$ cat src/rtl/spi_slave_core.sv
// SPI slave core with CPOL/CPHA, width and bit-order options. It synchronises the pins into clk,
// buffers one TX word and reports receive, underrun and abort events as one-cycle strobes.
module spi_slave_core #(
   parameter int unsigned       WIDTH       = 8,
   parameter bit                CPOL        = 1'b0,
   parameter bit                CPHA        = 1'b0,
   parameter bit                MSB_FIRST   = 1'b1,
   parameter int unsigned       SYNC_STAGES = 2,
   parameter logic [WIDTH-1:0]  IDLE_TX     = '0
) (
   input  logic             clk,
   input  logic             rst,
   input  logic             mclk,
   input  logic             mosi,
   input  logic             cs,
   output logic             miso,
   output logic             miso_oe,
   input  logic [WIDTH-1:0] tx_data,
   input  logic             tx_valid,
   output logic             tx_ready,
   output logic [WIDTH-1:0] rx_data,
   output logic             rx_valid,
   output logic             busy,
   output logic             underrun,
   output logic             frame_abort
);

   localparam int unsigned CNT_W = $clog2(WIDTH);

   typedef enum logic [1:0] {
      S_WAIT_IDLE = 2'd0,
      S_IDLE      = 2'd1,
      S_ACTIVE    = 2'd2
   } state_e;

   state_e                 state_q;
   logic [SYNC_STAGES-1:0] mclk_sync_q;
   logic [SYNC_STAGES-1:0] mosi_sync_q;
   logic [SYNC_STAGES-1:0] cs_sync_q;
   logic                   mclk_d1_q;
   logic                   cs_d1_q;
   logic [CNT_W-1:0]       bit_cnt_q;
   logic [WIDTH-1:0]       rx_shift_q;
   logic [WIDTH-1:0]       tx_shift_q;
   logic [WIDTH-1:0]       rx_data_q;
   logic [WIDTH-1:0]       tx_buf_q;
   logic [WIDTH-1:0]       tx_buf_d;
   logic                   tx_empty_q;
   logic                   tx_empty_d;
   logic                   got_sample_q;
   logic                   miso_q;
   logic                   busy_q;
   logic                   rx_valid_q;
   logic                   underrun_q;
   logic                   frame_abort_q;

   logic                   mclk_s;
   logic                   mosi_s;
   logic                   cs_s;
   logic                   lead_edge;
   logic                   trail_edge;
   logic                   sample_edge;
   logic                   shift_edge;
   logic                   cs_fall;
   logic                   cs_rise;
   logic                   word_last;
   logic                   load_now;
   logic [WIDTH-1:0]       load_word;
   logic [WIDTH-1:0]       rx_in;

   // Bit that leaves the shifter next, honouring the bit order.
   function automatic logic out_bit(input logic [WIDTH-1:0] w);
      return MSB_FIRST ? w[WIDTH-1] : w[0];
   endfunction

   function automatic logic [WIDTH-1:0] shift_out(input logic [WIDTH-1:0] w);
      return MSB_FIRST ? {w[WIDTH-2:0], 1'b0} : {1'b0, w[WIDTH-1:1]};
   endfunction

   function automatic logic [WIDTH-1:0] shift_in(input logic [WIDTH-1:0] w, input logic b);
      return MSB_FIRST ? {w[WIDTH-2:0], b} : {b, w[WIDTH-1:1]};
   endfunction

   assign mclk_s = mclk_sync_q[SYNC_STAGES-1];
   assign mosi_s = mosi_sync_q[SYNC_STAGES-1];
   assign cs_s   = cs_sync_q[SYNC_STAGES-1];

   // Edge classification relative to the idle level of mclk.
   always_comb begin
      lead_edge   = (mclk_d1_q == CPOL) && (mclk_s != CPOL);
      trail_edge  = (mclk_d1_q != CPOL) && (mclk_s == CPOL);
      sample_edge = CPHA ? trail_edge : lead_edge;
      shift_edge  = CPHA ? lead_edge  : trail_edge;
      cs_fall     = cs_d1_q && !cs_s;
      cs_rise     = !cs_d1_q && cs_s;
      word_last   = (bit_cnt_q == CNT_W'(WIDTH - 1));
      rx_in       = shift_in(rx_shift_q, mosi_s);
   end

   // TX holding buffer: a load sees the buffer as it was before any same-cycle accept.
   always_comb begin
      load_now   = ((state_q == S_IDLE) && cs_fall) ||
                   ((state_q == S_ACTIVE) && !cs_rise && sample_edge && word_last);
      load_word  = tx_empty_q ? IDLE_TX : tx_buf_q;
      tx_empty_d = tx_empty_q;
      tx_buf_d   = tx_buf_q;
      if (load_now) begin
         tx_empty_d = 1'b1;
      end
      if (tx_valid && tx_empty_q) begin
         tx_empty_d = 1'b0;
         tx_buf_d   = tx_data;
      end
   end

   always_ff @(posedge clk) begin
      if (rst) begin
         state_q       <= S_WAIT_IDLE;
         mclk_sync_q   <= '0;
         mosi_sync_q   <= '0;
         cs_sync_q     <= '0;
         mclk_d1_q     <= 1'b0;
         cs_d1_q       <= 1'b0;
         bit_cnt_q     <= '0;
         rx_shift_q    <= '0;
         tx_shift_q    <= '0;
         rx_data_q     <= '0;
         tx_buf_q      <= '0;
         tx_empty_q    <= 1'b1;
         got_sample_q  <= 1'b0;
         miso_q        <= 1'b0;
         busy_q        <= 1'b0;
         rx_valid_q    <= 1'b0;
         underrun_q    <= 1'b0;
         frame_abort_q <= 1'b0;
      end else begin
         mclk_sync_q   <= {mclk_sync_q[SYNC_STAGES-2:0], mclk};
         mosi_sync_q   <= {mosi_sync_q[SYNC_STAGES-2:0], mosi};
         cs_sync_q     <= {cs_sync_q[SYNC_STAGES-2:0], cs};
         mclk_d1_q     <= mclk_s;
         cs_d1_q       <= cs_s;
         tx_empty_q    <= tx_empty_d;
         tx_buf_q      <= tx_buf_d;
         rx_valid_q    <= 1'b0;
         frame_abort_q <= 1'b0;
         underrun_q    <= load_now && tx_empty_q;

         case (state_q)
            S_WAIT_IDLE: begin
               // Never join a frame already in progress.
               if (cs_s) begin
                  state_q <= S_IDLE;
               end
            end
            S_IDLE: begin
               if (cs_fall) begin
                  state_q      <= S_ACTIVE;
                  busy_q       <= 1'b1;
                  bit_cnt_q    <= '0;
                  rx_shift_q   <= '0;
                  got_sample_q <= 1'b0;
                  if (!CPHA) begin
                     miso_q     <= out_bit(load_word);
                     tx_shift_q <= shift_out(load_word);
                  end else begin
                     miso_q     <= 1'b0;
                     tx_shift_q <= load_word;
                  end
               end
            end
            S_ACTIVE: begin
               if (cs_rise) begin
                  state_q    <= S_IDLE;
                  busy_q     <= 1'b0;
                  miso_q     <= 1'b0;
                  bit_cnt_q  <= '0;
                  rx_shift_q <= '0;
                  if (bit_cnt_q != '0) begin
                     frame_abort_q <= 1'b1;
                  end
               end else if (sample_edge) begin
                  got_sample_q <= 1'b1;
                  rx_shift_q   <= rx_in;
                  if (word_last) begin
                     rx_data_q  <= rx_in;
                     rx_valid_q <= 1'b1;
                     bit_cnt_q  <= '0;
                     tx_shift_q <= load_word;
                  end else begin
                     bit_cnt_q  <= bit_cnt_q + CNT_W'(1);
                  end
               end else if (shift_edge && (CPHA || got_sample_q)) begin
                  miso_q     <= out_bit(tx_shift_q);
                  tx_shift_q <= shift_out(tx_shift_q);
               end
            end
            default: begin
               state_q <= S_WAIT_IDLE;
               busy_q  <= 1'b0;
               miso_q  <= 1'b0;
            end
         endcase
      end
   end

   assign miso        = miso_q;
   assign miso_oe     = busy_q;
   assign busy        = busy_q;
   assign tx_ready    = tx_empty_q;
   assign rx_data     = rx_data_q;
   assign rx_valid    = rx_valid_q;
   assign underrun    = underrun_q;
   assign frame_abort = frame_abort_q;

endmodule

$ cat config.mk
export PLATFORM = sky130hd
export DESIGN_NAME = spi_slave_core
export DESIGN_NICKNAME = d
export VERILOG_FILES = /design/src/rtl/spi_slave_core.sv
export SDC_FILE = /design/constraint.sdc
export NUM_CORES = 1
export LEC_CHECK = 0
export CORE_UTILIZATION = 33
export CTS_CLUSTER_SIZE = 30
export DETAILED_ROUTE_END_ITERATION = 10
export PLACE_DENSITY = 0.61
export SLEW_MARGIN = 10
export SYNTH_ARGS = -nofsm -noshare
export SYNTH_HDL_FRONTEND = slang
export SYNTH_SLANG_ARGS = --single-unit
$ cat constraint.sdc
create_clock -name clk -period 3.9 [get_ports clk]
set_clock_uncertainty 0.2 [all_clocks]
set_input_delay 0.39 -clock clk [delete_from_list [all_inputs] [get_ports clk]]
set_output_delay 0.39 -clock clk [all_outputs]
set_load 0.03 [all_outputs]
==> results_dict.tcl <==
set metrics [dict create \
    start_util 0.3502 \
    synthArstFlopShare 0 \
    dieArea_um2 7229 \
    syn_area_per_cell_um2 8.885 \
    path_clk_slew_ns 0.09 \
    synth_edf_count 0 \
    layout.nets 295 \
    cts-root-buf "clkbuf_8" \
    tightest_slew_ns 0.6962 \
    numClockSinks 51 \
    hold_violations 0 \
    grt_antenna_before_repair 0 \
    grt_pass1_wl_um 7610 \
    yosysTopAreaCell "dfxtp_1" \
    criticalPathCategory "flip-flop to flip-flop" \
    routedWlPerCell_um 12.25 \
    antennaDiodeCount 0 \
    finalCritPeriodShare 0.6671 \
    synth.ff_latch_count 51 \
    fin_crit_ns 2.602 \
    hold_buffers 0 \
    grtUsageTotal 0.1320 \
    yosysSeqAreaShare 0.4488 \
    synth_cells 256 \
    drc 0 \
    io_pins 29 \
    htree_levels 2 \
    clockBufferDepth 2 \
    cts_buffers 5 \
    rsz0062_at_grt "false" \
    end_kind "flip-flop" \
    insertion_delay_ns 0.30 \
    drv_slew 0 \
    crit_fanout 20 \
    syn_nets 278 \
    post_cts_buffers 0 \
    peakVddDrop_uv 163.3 \
    synthTopCellsByArea "dfxtp_1, ha_1, mux2i_1" \
    netlist_area_um2 2275 \
    p_per_area_nw_per_um2 407.7 \
    portBuffers 28 \
    fmax_ghz 0.3844 \
    hold_path_class "flip-flop to flip-flop" \
    vias 1747 \
    setup_viol 0 \
    ys_types 40 \
    dpl.hpwl_um 2992 \
    drv_cap 0 \
    cts_resized 0 \
    gp_congestion 0.7572 \
    yosysWarnings 0 \
    start_kind "flip-flop" \
    via_per_inst 4.977 \
    routed_wl_um 4301 \
    initialDrtViolationCount 87 \
    grt_pass1_vias 1709 \
    core_area_um2 6495 \
    synthFlopType "dfxtp_1" \
    p_total_w 0.001092 \
    cts_tree "built" \
    die_h_um 85.03 \
    area_delta_synth_final_pct 17.77 \
    slew_headroom 0.5345 \
    cp.required_ns 3.89 \
    dieWidth_um 85.03 \
    grt_max_degree 52 \
    final_layout_size_suffix_gt1_frac 0.05109 \
    worstPathArrival_ns 2.59 \
    firstDrtPassIters 4 \
    postRouteAntennaNets 0 \
    status "complete, no violations" \
    overflow 0 \
    p_leak_nw 1.007 \
    synth_top_area_frac 0.4488 \
    setup_tns_ns 0 \
    rows 29 \
]
cell type report:
type	count	area [um^2]
Clock buffer	6	82.58
Clock inverter	2	35.03
Fill cell	652	3816
Inverter	8	30.03
Multi-Input combinational cell	178	1126
Sequential cell	51	1021
Tap cell	77	96.34
Timing Repair Buffer	29	287.8
logic make-up after synthesis:
| group | synth area share |
|---|---|
| mux | 0.04401 |
| fa+ha+maj | 0.04401 |
| flops | 0.4488 |
| compound gates | 0.1474 |
| simple gates | 0.2596 |
| buf+inv | 0.05611 |
power by group:
| group | switching, W | internal (W) |
|---|---|---|
| Clock | 0.000169 | 0.000208 |
| Sequential | 0.0000236 | 0.000550 |
| Combinational | 0.0000774 | 0.0000650 |
| Total | 0.000270 | 0.000822 |
per-layer routing:
| metal | wire length (um) | share of wire | global-route usage |
|---|---|---|---|
| met5 | 0 | 0 | 0 |
| met4 | 95 | 0.022 | 0.06471 |
| met2 | 1873 | 0.44 | 0.2111 |
| met1 | 2222 | 0.52 | 0.1673 |
| met3 | 110 | 0.026 | 0.03113 |
cells in the mapped netlist, types with 2 or more instances:
| cell type | number |
|---|---|
| dfxtp_1 | 51 |
| nand2_1 | 26 |
| nor2_1 | 24 |
| a21oi_1 | 13 |
| nand3b_1 | 13 |
| nor2b_1 | 13 |
| o21ai_0 | 12 |
| clkbuf_1 | 10 |
| mux2i_1 | 10 |
| nand3_1 | 10 |
| ha_1 | 8 |
| inv_1 | 8 |
| a211oi_1 | 6 |
| buf_2 | 6 |
| nor3_1 | 6 |
| nand2b_1 | 5 |
| a221oi_1 | 3 |
| a22o_1 | 3 |
| a2bb2oi_1 | 3 |
| a31oi_1 | 3 |
| nand4_1 | 3 |
| buf_6 | 2 |
worst paths after layout:
| path | from | endpoint | slack, ns | depth (start not counted) |
|---|---|---|---|---|
| worst min-delay path | mclk_sync_q[0]$_SDFF_PP0_ | mclk_sync_q[1]$_SDFF_PP0_ | 0.24 | 1 |
| worst max register to register | state_q[0]$_SDFFE_PP0P_ | bit_cnt_q[1]$_SDFFE_PP0P_ | 1.30 | 6 |
| worst min register to register | mclk_sync_q[0]$_SDFF_PP0_ | mclk_sync_q[1]$_SDFF_PP0_ | 0.24 | 1 |
| worst max-delay path | state_q[0]$_SDFFE_PP0P_ | bit_cnt_q[1]$_SDFFE_PP0P_ | 1.30 | 6 |
through the flow:
stage	util	cells	cell area, um^2	setup WS [ns]	hold slack, ns
floorplan	-	256	2275	1.982	0.2138
global placement	0.3943	343	2561	1.376	0.2163
detailed placement	0.3943	343	2561	1.315	0.2231
CTS	0.4124	351	2679	1.292	0.2433
global route	0.4124	351	2679	1.059	0.2701
finish	0.4124	351	2679	1.298	0.2407
registers in the layout, summed over array words and instances, names as in the netlist, 2 cells and up:
signal       count
rx_data          8
tx_shift_q       8
mclk_sync_q      2
cs_sync_q        2
rx_shift_q       7
state_q          2
tx_buf_q         8
bit_cnt_q        3
mosi_sync_q      2
cells in the final DEF, fill, tap and decap left out, types with 10 or more instances in the layout:
master / netlist / final
dfxtp_1: 51 / 51
clkdlybuf4s50_1: 0 / 28
nand2_1: 26 / 26
nor2_1: 24 / 24
nor2b_1: 13 / 13
nand3b_1: 13 / 13
a21oi_1: 13 / 13
o21ai_0: 12 / 12
mux2i_1: 10 / 10
nand3_1: 10 / 10
worst max-delay path, cell delays in order (launching register included):
cell and delay, ns:
dfxtp_1 0.35, inv_1 0.11, ha_1 0.59, and2_1 0.35, o22a_1 0.57, nand4b_4 0.26
a21oi_2 0.06
No activity file was read; power rests on OpenSTA's default activity.
